--- config.mk ---
export PLATFORM = sky130hd
export DESIGN_NAME = regfile_wb_scheduler
export DESIGN_NICKNAME = d
export VERILOG_FILES = /design/src/rtl/regfile_wb_scheduler_pkg.sv /design/src/rtl/regfile_wb_scheduler_rr_arbiter.sv /design/src/rtl/regfile_wb_scheduler.sv
export SDC_FILE = /design/constraint.sdc
export NUM_CORES = 1
export LEC_CHECK = 0
export CELL_PAD_IN_SITES_DETAIL_PLACEMENT = 1
export CELL_PAD_IN_SITES_GLOBAL_PLACEMENT = 1
export CORE_MARGIN = 5
export CORE_UTILIZATION = 22
export DETAILED_ROUTE_END_ITERATION = 12
export PLACE_DENSITY_LB_ADDON = 0.1
export SYNTH_ARGS = -nofsm -noshare
export SYNTH_HDL_FRONTEND = slang
export SYNTH_SLANG_ARGS = --single-unit
export TNS_END_PERCENT = 20
--- constraint.sdc ---
create_clock -name clk -period 3 [get_ports clk]
set_clock_uncertainty 0.05 [all_clocks]
set_input_delay 0.6 -clock clk [delete_from_list [all_inputs] [get_ports clk]]
set_output_delay 0.6 -clock clk [all_outputs]
set_load 0.05 [all_outputs]
--- src/rtl/regfile_wb_scheduler_pkg.sv ---
// Shared register-file definitions for the writeback scheduler: widths, the $zero
// index, the writeback request record and the round-robin index helper.
package mips_pkg;

    localparam int REG_ADDR_W = 5;
    localparam int REG_DATA_W = 32;
    localparam int RR_IDX_W   = 3;
    localparam int MAX_REQ    = 8;

    localparam logic [REG_ADDR_W-1:0] REG_ZERO = 5'd0;

    typedef struct packed {
        logic [REG_ADDR_W-1:0] addr;
        logic [REG_DATA_W-1:0] data;
    } wb_req_t;

    // Index following ptr in a ring of n requesters.
    function automatic logic [RR_IDX_W-1:0] next_rr(
        input logic [RR_IDX_W-1:0] ptr,
        input logic [RR_IDX_W:0]   n
    );
        logic [RR_IDX_W:0] nxt;
        nxt = {1'b0, ptr} + 4'd1;
        return (nxt >= n) ? 3'd0 : nxt[RR_IDX_W-1:0];
    endfunction

endpackage

--- src/rtl/regfile_wb_scheduler_rr_arbiter.sv ---
// Round-robin arbiter: combinational grant starting the scan at r_ptr, with the
// pointer moving one past the winner whenever any request is present.
module rr_arbiter
    import mips_pkg::*;
#(
    parameter int NUM_REQ = 3
) (
    input  logic                clk,
    input  logic                rst_n,
    input  logic [NUM_REQ-1:0]  i_req,
    output logic [NUM_REQ-1:0]  o_grant,
    output logic [RR_IDX_W-1:0] o_winner,
    output logic                o_found
);

    logic [RR_IDX_W-1:0] r_ptr;
    logic [RR_IDX_W-1:0] w_winner;
    logic                w_found;
    logic                w_hit;

    // Winner search: first the sources at or above r_ptr, then wrap to those below it.
    always_comb begin
        w_found  = 1'b0;
        w_winner = {RR_IDX_W{1'b0}};
        w_hit    = 1'b0;
        for (int j = 0; j < NUM_REQ; j++) begin
            w_hit    = !w_found && i_req[j] && (j >= int'(r_ptr));
            w_winner = w_hit ? RR_IDX_W'(j) : w_winner;
            w_found  = w_found || w_hit;
        end
        for (int j = 0; j < NUM_REQ; j++) begin
            w_hit    = !w_found && i_req[j] && (j < int'(r_ptr));
            w_winner = w_hit ? RR_IDX_W'(j) : w_winner;
            w_found  = w_found || w_hit;
        end
    end

    // One-hot grant decoded from the winning index.
    always_comb begin
        o_grant = {NUM_REQ{1'b0}};
        for (int j = 0; j < NUM_REQ; j++) begin
            o_grant[j] = w_found && (w_winner == RR_IDX_W'(j));
        end
    end

    // Rotating priority pointer.
    always_ff @(posedge clk or negedge rst_n) begin
        if (!rst_n) begin
            r_ptr <= 3'd0;
        end else if (w_found) begin
            r_ptr <= next_rr(w_winner, 4'(NUM_REQ));
        end else begin
            r_ptr <= r_ptr;
        end
    end

    assign o_winner = w_winner;
    assign o_found  = w_found;

endmodule

--- src/rtl/regfile_wb_scheduler.sv ---
// Writeback scheduler owning the regfile write port; decode-read bypass of the
// in-flight write is enabled by defining RF_WB_BYPASS_EN.
module regfile_wb_scheduler
    import mips_pkg::*;
#(
    parameter int NUM_REQ = 3,
    parameter int ADDR_W  = REG_ADDR_W,
    parameter int DATA_W  = REG_DATA_W
) (
    input  logic                      clk,
    input  logic                      rst_n,
    input  logic [NUM_REQ-1:0]        req_valid,
    output logic [NUM_REQ-1:0]        req_ready,
    input  logic [NUM_REQ*ADDR_W-1:0] req_addr,
    input  logic [NUM_REQ*DATA_W-1:0] req_data,
    output logic                      rf_we,
    output logic [ADDR_W-1:0]         rf_waddr,
    output logic [DATA_W-1:0]         rf_wdata,
    input  logic [ADDR_W-1:0]         rd_addr1,
    input  logic [ADDR_W-1:0]         rd_addr2,
    input  logic [DATA_W-1:0]         rf_rdata1,
    input  logic [DATA_W-1:0]         rf_rdata2,
    output logic [DATA_W-1:0]         rd_data1,
    output logic [DATA_W-1:0]         rd_data2,
    output logic [15:0]               grant_cnt
);

    logic [NUM_REQ-1:0]  w_grant;
    logic [RR_IDX_W-1:0] w_winner;
    logic                w_found;
    logic [ADDR_W-1:0]   w_sel_addr;
    logic [DATA_W-1:0]   w_sel_data;

    logic                r_we;
    logic [ADDR_W-1:0]   r_waddr;
    logic [DATA_W-1:0]   r_wdata;
    logic [15:0]         r_cnt;

    rr_arbiter #(
        .NUM_REQ (NUM_REQ)
    ) u_arb (
        .clk      (clk),
        .rst_n    (rst_n),
        .i_req    (req_valid),
        .o_grant  (w_grant),
        .o_winner (w_winner),
        .o_found  (w_found)
    );

    // The regfile never stalls, so every grant is a transfer; ready is held low in reset.
    assign req_ready = w_grant & {NUM_REQ{rst_n}};

    // AND-OR select of the granted source's address and data.
    always_comb begin
        w_sel_addr = {ADDR_W{1'b0}};
        w_sel_data = {DATA_W{1'b0}};
        for (int j = 0; j < NUM_REQ; j++) begin
            w_sel_addr = w_sel_addr | (req_addr[j*ADDR_W +: ADDR_W] & {ADDR_W{w_grant[j]}});
            w_sel_data = w_sel_data | (req_data[j*DATA_W +: DATA_W] & {DATA_W{w_grant[j]}});
        end
    end

    // Write-port register; a $zero destination is consumed without raising the write enable.
    always_ff @(posedge clk or negedge rst_n) begin
        if (!rst_n) begin
            r_we    <= 1'b0;
            r_waddr <= {ADDR_W{1'b0}};
            r_wdata <= {DATA_W{1'b0}};
        end else if (w_found) begin
            r_we    <= (w_sel_addr != ADDR_W'(REG_ZERO));
            r_waddr <= w_sel_addr;
            r_wdata <= w_sel_data;
        end else begin
            r_we    <= 1'b0;
            r_waddr <= r_waddr;
            r_wdata <= r_wdata;
        end
    end

    // Saturating count of accepted requests.
    always_ff @(posedge clk or negedge rst_n) begin
        if (!rst_n) begin
            r_cnt <= 16'd0;
        end else if (w_found && (r_cnt != 16'hFFFF)) begin
            r_cnt <= r_cnt + 16'd1;
        end else begin
            r_cnt <= r_cnt;
        end
    end

    assign rf_we     = r_we;
    assign rf_waddr  = r_waddr;
    assign rf_wdata  = r_wdata;
    assign grant_cnt = r_cnt;

`ifdef RF_WB_BYPASS_EN
    // The regfile array still returns the old value this cycle, so forward the pending write.
    assign rd_data1 = (r_we && (r_waddr != ADDR_W'(REG_ZERO)) && (r_waddr == rd_addr1)) ? r_wdata : rf_rdata1;
    assign rd_data2 = (r_we && (r_waddr != ADDR_W'(REG_ZERO)) && (r_waddr == rd_addr2)) ? r_wdata : rf_rdata2;
`else
    logic w_unused_rd_addr;
    assign w_unused_rd_addr = ^{rd_addr1, rd_addr2};
    assign rd_data1 = rf_rdata1;
    assign rd_data2 = rf_rdata2;
`endif

endmodule

==> impl_metrics.toml, run 1 <==
[yosys]
yosysTopAreaCellShare_pct = 43.43
synth_edf_count = 0
synthFlopType = "dfrtp_1"
synth-seq-cells = 57
ys_warn_count = 0
syn-num-nets = 524
yosysSeqAreaShare_pct = 43.43
yosysMostFrequentCell = "buf_4"
synth_async_sr_flop_share_pct = 100.0
syn-cell-area_um2 = 3284
syn_inst = 333
syn_avg_cell_area_um2 = 9.863
synth_area_leaders = "dfrtp_1 (43%), buf_4 (15%), a222oi_1 (11%)"
yosysUniqueCellTypes = 41
synth_area_leader_cell = "dfrtp_1"
ys_top_cells_by_count = "buf_4 (64), dfrtp_1 (57), nor2_1 (39), a222oi_1 (37), a21oi_1 (32)"

[cts]
cts_buffers = 9
post_cts_buffers = 0
clk_latency_ns = 0.33
cts.path.max_buffers = 2
cts-root-buf = "clkbuf_16"
postCtsHoldBufs = 0
cts_tree = "built"
h-tree-depth = 3
clock_sinks = 57
cts_resized = 0
path_clk_slew_ns = 0.05

[sta]
final_hold_viol_count = 0
period_minus_slack_ns = 2.745
rsz0062_at_grt = "no"
finalMaxSlewViolations = 0
fin_crit_sh_pct = 91.48
finalSetupViolCount = 0
setup_tns_ns = 0
worst_slew_pin_slew_ns = 0.5555
relSlewSlack_pct = 62.85
fmax_mhz = 364.4

[placed_design]
dpl-instance-area_um2 = 4801
routabilityCongestion = 0.7131
dp_hpwl_um = 8865
io_buffers = 172

[cells_and_area]
drive_above_1_share_pct = 10.00
area_delta_synth_final_pct = 55.12
final_util_pct = 34.92
fin_nets = 636
fin_area_um2 = 5095
num_antenna_cells = 0

[power_and_ir_drop]
p_leak_nw = 2.022
vdd_drop_max_v = 0.0002999
pwr_density_cell_nw_per_um2 = 731.2

[global_route]
grt.total_usage_pct = 13.01
grt_max_degree = 53
use_met1_pct = 14.64
grt-busiest-layer = "met2"
antenna_found_initial = 0
grtUsageMet3_pct = 7.099
grtUsageMet2_pct = 20.75
overflow = 0
grt_pass1_wl_um = 18400
grt_pass1_vias = 3483

[worst_setup_path]
r2r_start = "u_arb.r_ptr[0]"
endpoint = "req_ready[0]"
cp_cell_sequence = "clkdlybuf4s50_1 -> or2_2 -> a311oi_2 -> and2_1 -> buf_12"
worst-endpoint-arrival_ns = 2.09
r2r_cells = 5
rr_endpoint = "rf_we"
worstSetupEndpointType = "output pin"
crit_family = "buffers and inverters"
setup.worst_path.start_class = "input pin"
crit_slowest_cell = "clkdlybuf4s50_1"
critical_path_required_ns = 2.35
path_depth = 5
critical_path_buf_inv_count = 2
cp-startpoint = "req_valid[1]"
crit_fanout = 6
crit_type = "input pin to output pin"
r2r_slack_ns = 0.94
slowest_delay_ns = 0.51

[routing]
postRouteAntennaNets = 0
drc_errors = 0
wl_um = 11280
viasPerCell = 4.771
wire_per_inst_um = 17.79
drt_first_pass_iters = 5
drtIter0Drc = 229
dr_total_vias = 3025

[run_status]
status = "complete, no violations"

[flow_run]
cap_violations = 0

[die]
die_x_um = 132.2
die-area_um2 = 17470
core_um2 = 14590
pin_count = 311
start_util_pct = 22.51
num_rows = 44
fp.dieH_um = 132.2

[worst_hold_path]
min_path_type = "input pin to asynchronous set/reset pin"
-- per-stage QoR --
stage | setup WS (ns) | cells | power [W] | hold WS [ns]
after floorplan | 0.5340 | 333 | 0.002300 | 0.2544
after global placement | 0.2663 | 618 | 0.002756 | 0.4270
after detailed placement | 0.2583 | 618 | 0.002775 | 0.4326
after CTS | 0.2413 | 634 | 0.003787 | 0.3317
after global routing | 0.1802 | 634 | 0.003927 | 0.3498
final | 0.2555 | 634 | 0.003725 | 0.3078
-- logic make-up after synthesis --
group,Yosys count,share of synthesized area (%)
and+or+nand+nor,94,14.86
buffers and inverters,85,17.45
AOI/OAI and AO/OA,80,19.39
DFF,57,43.43
xor gates and xnor gates,13,3.467
muxes,3,1.028
adders and majority gates,1,0.3809
-- placed cells by master (no fill, tap or decap), types with 3 or more instances in the layout --
cell type        instances
clkbuf_16                9
and2_1                   4
nand2_1                 15
a222oi_1                37
buf_4                   12
xnor2_1                  3
nor2_1                  39
clkdlybuf4s50_1        168
nand2b_1                 3
nand4_1                  4
nor3_1                   7
a21oi_1                 32
buf_12                   3
dfrtp_1                 57
nand3_1                  5
clkbuf_8                 4
o41ai_1                  3
xor2_1                  10
-- worst min-delay path by stage --
stage                         endpoint  cells after the start  slack, ns         from
after floorplan           grant_cnt[0]                      0       0.25        rst_n
after global placement     rf_waddr[1]                      2       0.43  rf_waddr[1]
after detailed placement   rf_waddr[1]                      2       0.43  rf_waddr[1]
after CTS                  rf_waddr[1]                      2       0.33        rst_n
after global routing       rf_waddr[1]                      2       0.35        rst_n
final                      rf_waddr[1]                      2       0.31        rst_n
-- routing by layer --
| metal | wire length, um | vias to the layer above |
|---|---|---|
| li1 | - | 1402 |
| met2 | 5407 | 145 |
| met4 | 253 | 0 |
| met5 | 0 | - |
| met1 | 4417 | 1449 |
| met3 | 1201 | 29 |
-- cell type report --
cell class | instances | area [um^2]
tap | 184 | 230.2
inverter | 2 | 7.507
clock inverter | 2 | 10.01
clock buffer | 14 | 284.0
timing repair buffer | 184 | 1837
multi-input combinational | 191 | 1300
fill | 1641 | 9494
sequential | 57 | 1426
-- worst reg2reg max path, stage by stage (launching register included) --
cell,delay [ns]
dfrtp_1,0.46
and4bb_2,0.40
a211oi_4,0.07
buf_4,0.25
a222oi_1,0.51
nand4_1,0.16
-- registers in the layout (all words and copies together) (netlist names) --
| name | flops |
|---|---|
| rf_wdata | 32 |
| grant_cnt | 16 |
| rf_we | 1 |
| u_arb.r_ptr | 3 |
| rf_waddr | 5 |
-- power by group --
group / total (W) / switching [W] / internal, W / leakage [nW]
sequential: 0.00113 / 0.000181 / 0.000947 / 0.676
clock: 0.000986 / 0.000341 / 0.000645 / 0.149
combinational: 0.00161 / 0.000992 / 0.000618 / 1.20
Power figures use the tool's default switching activity.
==> run 2, diff against run 1 <==
--- a/config.mk
+++ b/config.mk
@@ -7,7 +7,7 @@
 export LEC_CHECK = 0
 export CELL_PAD_IN_SITES_DETAIL_PLACEMENT = 1
 export CELL_PAD_IN_SITES_GLOBAL_PLACEMENT = 1
-export CORE_MARGIN = 5
+export CORE_MARGIN = 2
 export CORE_UTILIZATION = 22
 export DETAILED_ROUTE_END_ITERATION = 12
 export PLACE_DENSITY_LB_ADDON = 0.1
==> run 2 against run 1 <==
Effect of this change:
- largest cell class unchanged
- die area down 8.9%
- sequential power about the same
- fmax down 1.3%
- clock power up 0.7%
- global-route usage up 0.98 points
- utilization up 0.12 points
- hold slack worse by 0.24 ns
- critical path depth unchanged
- total power about the same
- sequential share of layout area about the same
- count of clock-buffer cells in the layout unchanged
- highest routed layer unchanged
- via count up 0.53%
==> impl_metrics.toml, run 2 (synthesis gave the netlist of run 1 again) <==
[global_route]
grtUsageMet3_pct = 5.905
grt.total_usage_pct = 13.99
grt_pass1_wl_um = 17420
use_met1_pct = 16.51
grt-busiest-layer = "met2"
grtUsageMet2_pct = 22.58
overflow = 0
grt_max_degree = 59
antenna_found_initial = 0
grt_pass1_vias = 3275

[cts]
postCtsHoldBufs = 0
path_clk_slew_ns = 0.05
cts_buffers = 9
clk_latency_ns = 0.32
cts_resized = 0
h-tree-depth = 3
clock_sinks = 57
post_cts_buffers = 0
cts_tree = "built"
cts-root-buf = "clkbuf_16"
cts.path.max_buffers = 2

[die]
die-area_um2 = 15920
core_um2 = 14530
start_util_pct = 22.60
fp.dieH_um = 126.2
pin_count = 311
num_rows = 44
die_x_um = 126.2

[cells_and_area]
area_delta_synth_final_pct = 55.05
final_util_pct = 35.04
final_common_cell = "clkdlybuf4s50_1"
layoutNonFillerInstCount = 632
fin_nets = 634
final_cell_mix = "clkdlybuf4s50_1 (168), dfrtp_1 (57), nor2_1 (39), a222oi_1 (37), a21oi_1 (32)"
drive_above_1_share_pct = 9.821
fillers = 1659
num_antenna_cells = 0
fin_area_um2 = 5092
largest_register_ff_count = 32

[sta]
period_minus_slack_ns = 2.781
finalSetupViolCount = 0
rsz0062_at_grt = "no"
relSlewSlack_pct = 34.98
final_hold_viol_count = 0
finalMaxSlewViolations = 0
worst_slew_pin_slew_ns = 0.9753
fmax_mhz = 359.6
fin_crit_sh_pct = 92.70
setup_tns_ns = 0

[placed_design]
dpl-instance-area_um2 = 4798
dp.cells = 616
dp_hpwl_um = 8274
routabilityCongestion = 0.7400
io_buffers = 172

[worst_setup_path]
crit_slowest_cell = "clkdlybuf4s50_1"
cp_cell_sequence = "clkdlybuf4s50_1 -> or2_2 -> a311oi_2 -> and2_1 -> buf_12"
critical_path_required_ns = 2.35
crit_fanout = 6
slowest_delay_ns = 0.51
crit_family = "buffers and inverters"
setup.worst_path.start_class = "input pin"
worst-endpoint-arrival_ns = 2.13
critical_path_buf_inv_count = 2
worstSetupEndpointType = "output pin"
crit_type = "input pin to output pin"

[power_and_ir_drop]
pwr-share-comb_pct = 43.1
p_clk_share_pct = 26.7
p_leak_nw = 2.015
power_w = 0.003726
switching_share_pct = 40.65
pwr_density_cell_nw_per_um2 = 731.6
pwr-share-seq_pct = 30.2
power.internal_w = 0.002211
switching_power_w = 0.001514
vdd_drop_max_v = 0.0002618

[run_status]
status = "complete, no violations"

[worst_hold_path]
min_path_type = "input pin to asynchronous set/reset pin"

[routing]
postRouteAntennaNets = 0
wire_per_inst_um = 17.16
drt_first_pass_iters = 7
drc_errors = 0
wl_um = 10850
dr_total_vias = 3041
viasPerCell = 4.812
drtIter0Drc = 254

[flow_run]
cap_violations = 0
## run 2: cell count changes in the layout (fill, tap and decap cells not counted)
cell,delta
o221ai_2,-1
o31a_1,-1
o31a_2,+1
buf_4,-2
o221ai_4,+1
## run 2: area by class of cell
type / count / area (um^2) / share of cell area, %
clock buffers: 14 / 284.0 / 5.577
clock inverters: 2 / 10.01 / 0.1966
inverters: 2 / 7.507 / 0.1474
multi-input cells: 191 / 1313 / 25.77
flip-flops and latches: 57 / 1426 / 28.01
well taps: 184 / 230.2 / 4.521
repair buffers: 182 / 1822 / 35.77
## run 2: stage by stage
step                      hold slack, ns  setup slack (ns)
after global routing             0.07499            0.1018
after floorplan                   0.2544            0.5340
after detailed placement          0.4178            0.1622
after CTS                        0.06339            0.1946
final                            0.07032            0.2191
after global placement            0.4084            0.1728
## run 2: worst paths after layout
kind,startpoint,to,slack (ns),depth (start not counted)
max,req_valid[1],req_ready[0],0.22,5
min,rst_n,rf_waddr[2],0.07,1
max reg2reg,u_arb.r_ptr[0],rf_wdata[15],0.94,4
min reg2reg,rf_waddr[1],rf_waddr[1],0.45,2
max in group asynchronous,rst_n,rf_wdata[3],2.15,2
min in group clk,rf_waddr[1],rf_waddr[1],0.45,2
## run 2: worst register-to-register path, cell delays in order (launching register included)
cell	delay (ns)
dfrtp_1	0.46
o21ba_2	0.26
o221ai_4	0.76
a222oi_1	0.25
a21oi_1	0.21
## run 2: power by group through the flow
stage / sequential [W] / combinational, W / clock, W
after global placement: 0.00113 / 0.00162 / 0
final: 0.00113 / 0.00161 / 0.000993
after global routing: 0.00116 / 0.00171 / 0.00107
after detailed placement: 0.00114 / 0.00163 / 0
after CTS: 0.00113 / 0.00163 / 0.00103
after floorplan: 0.00171 / 0.000589 / 0
## run 2: metal layers
layer | routed length (um) | part of all wire [%] | vias up
met1 | 4362 | 40 | 1459
met5 | 0 | 0 | -
met2 | 5096 | 47 | 148
met4 | 201 | 1.9 | 0
met3 | 1184 | 11 | 33
li1 | - | - | 1401
==> run 3, diff against run 2 <==
--- a/config.mk
+++ b/config.mk
@@ -11,6 +11,7 @@
 export CORE_UTILIZATION = 22
 export DETAILED_ROUTE_END_ITERATION = 12
 export PLACE_DENSITY_LB_ADDON = 0.1
+export SLEW_MARGIN = 20
 export SYNTH_ARGS = -nofsm -noshare
 export SYNTH_HDL_FRONTEND = slang
 export SYNTH_SLANG_ARGS = --single-unit
==> results of run 3 <==
No change in the layout: final DEF, timing and power equal those of run 2.
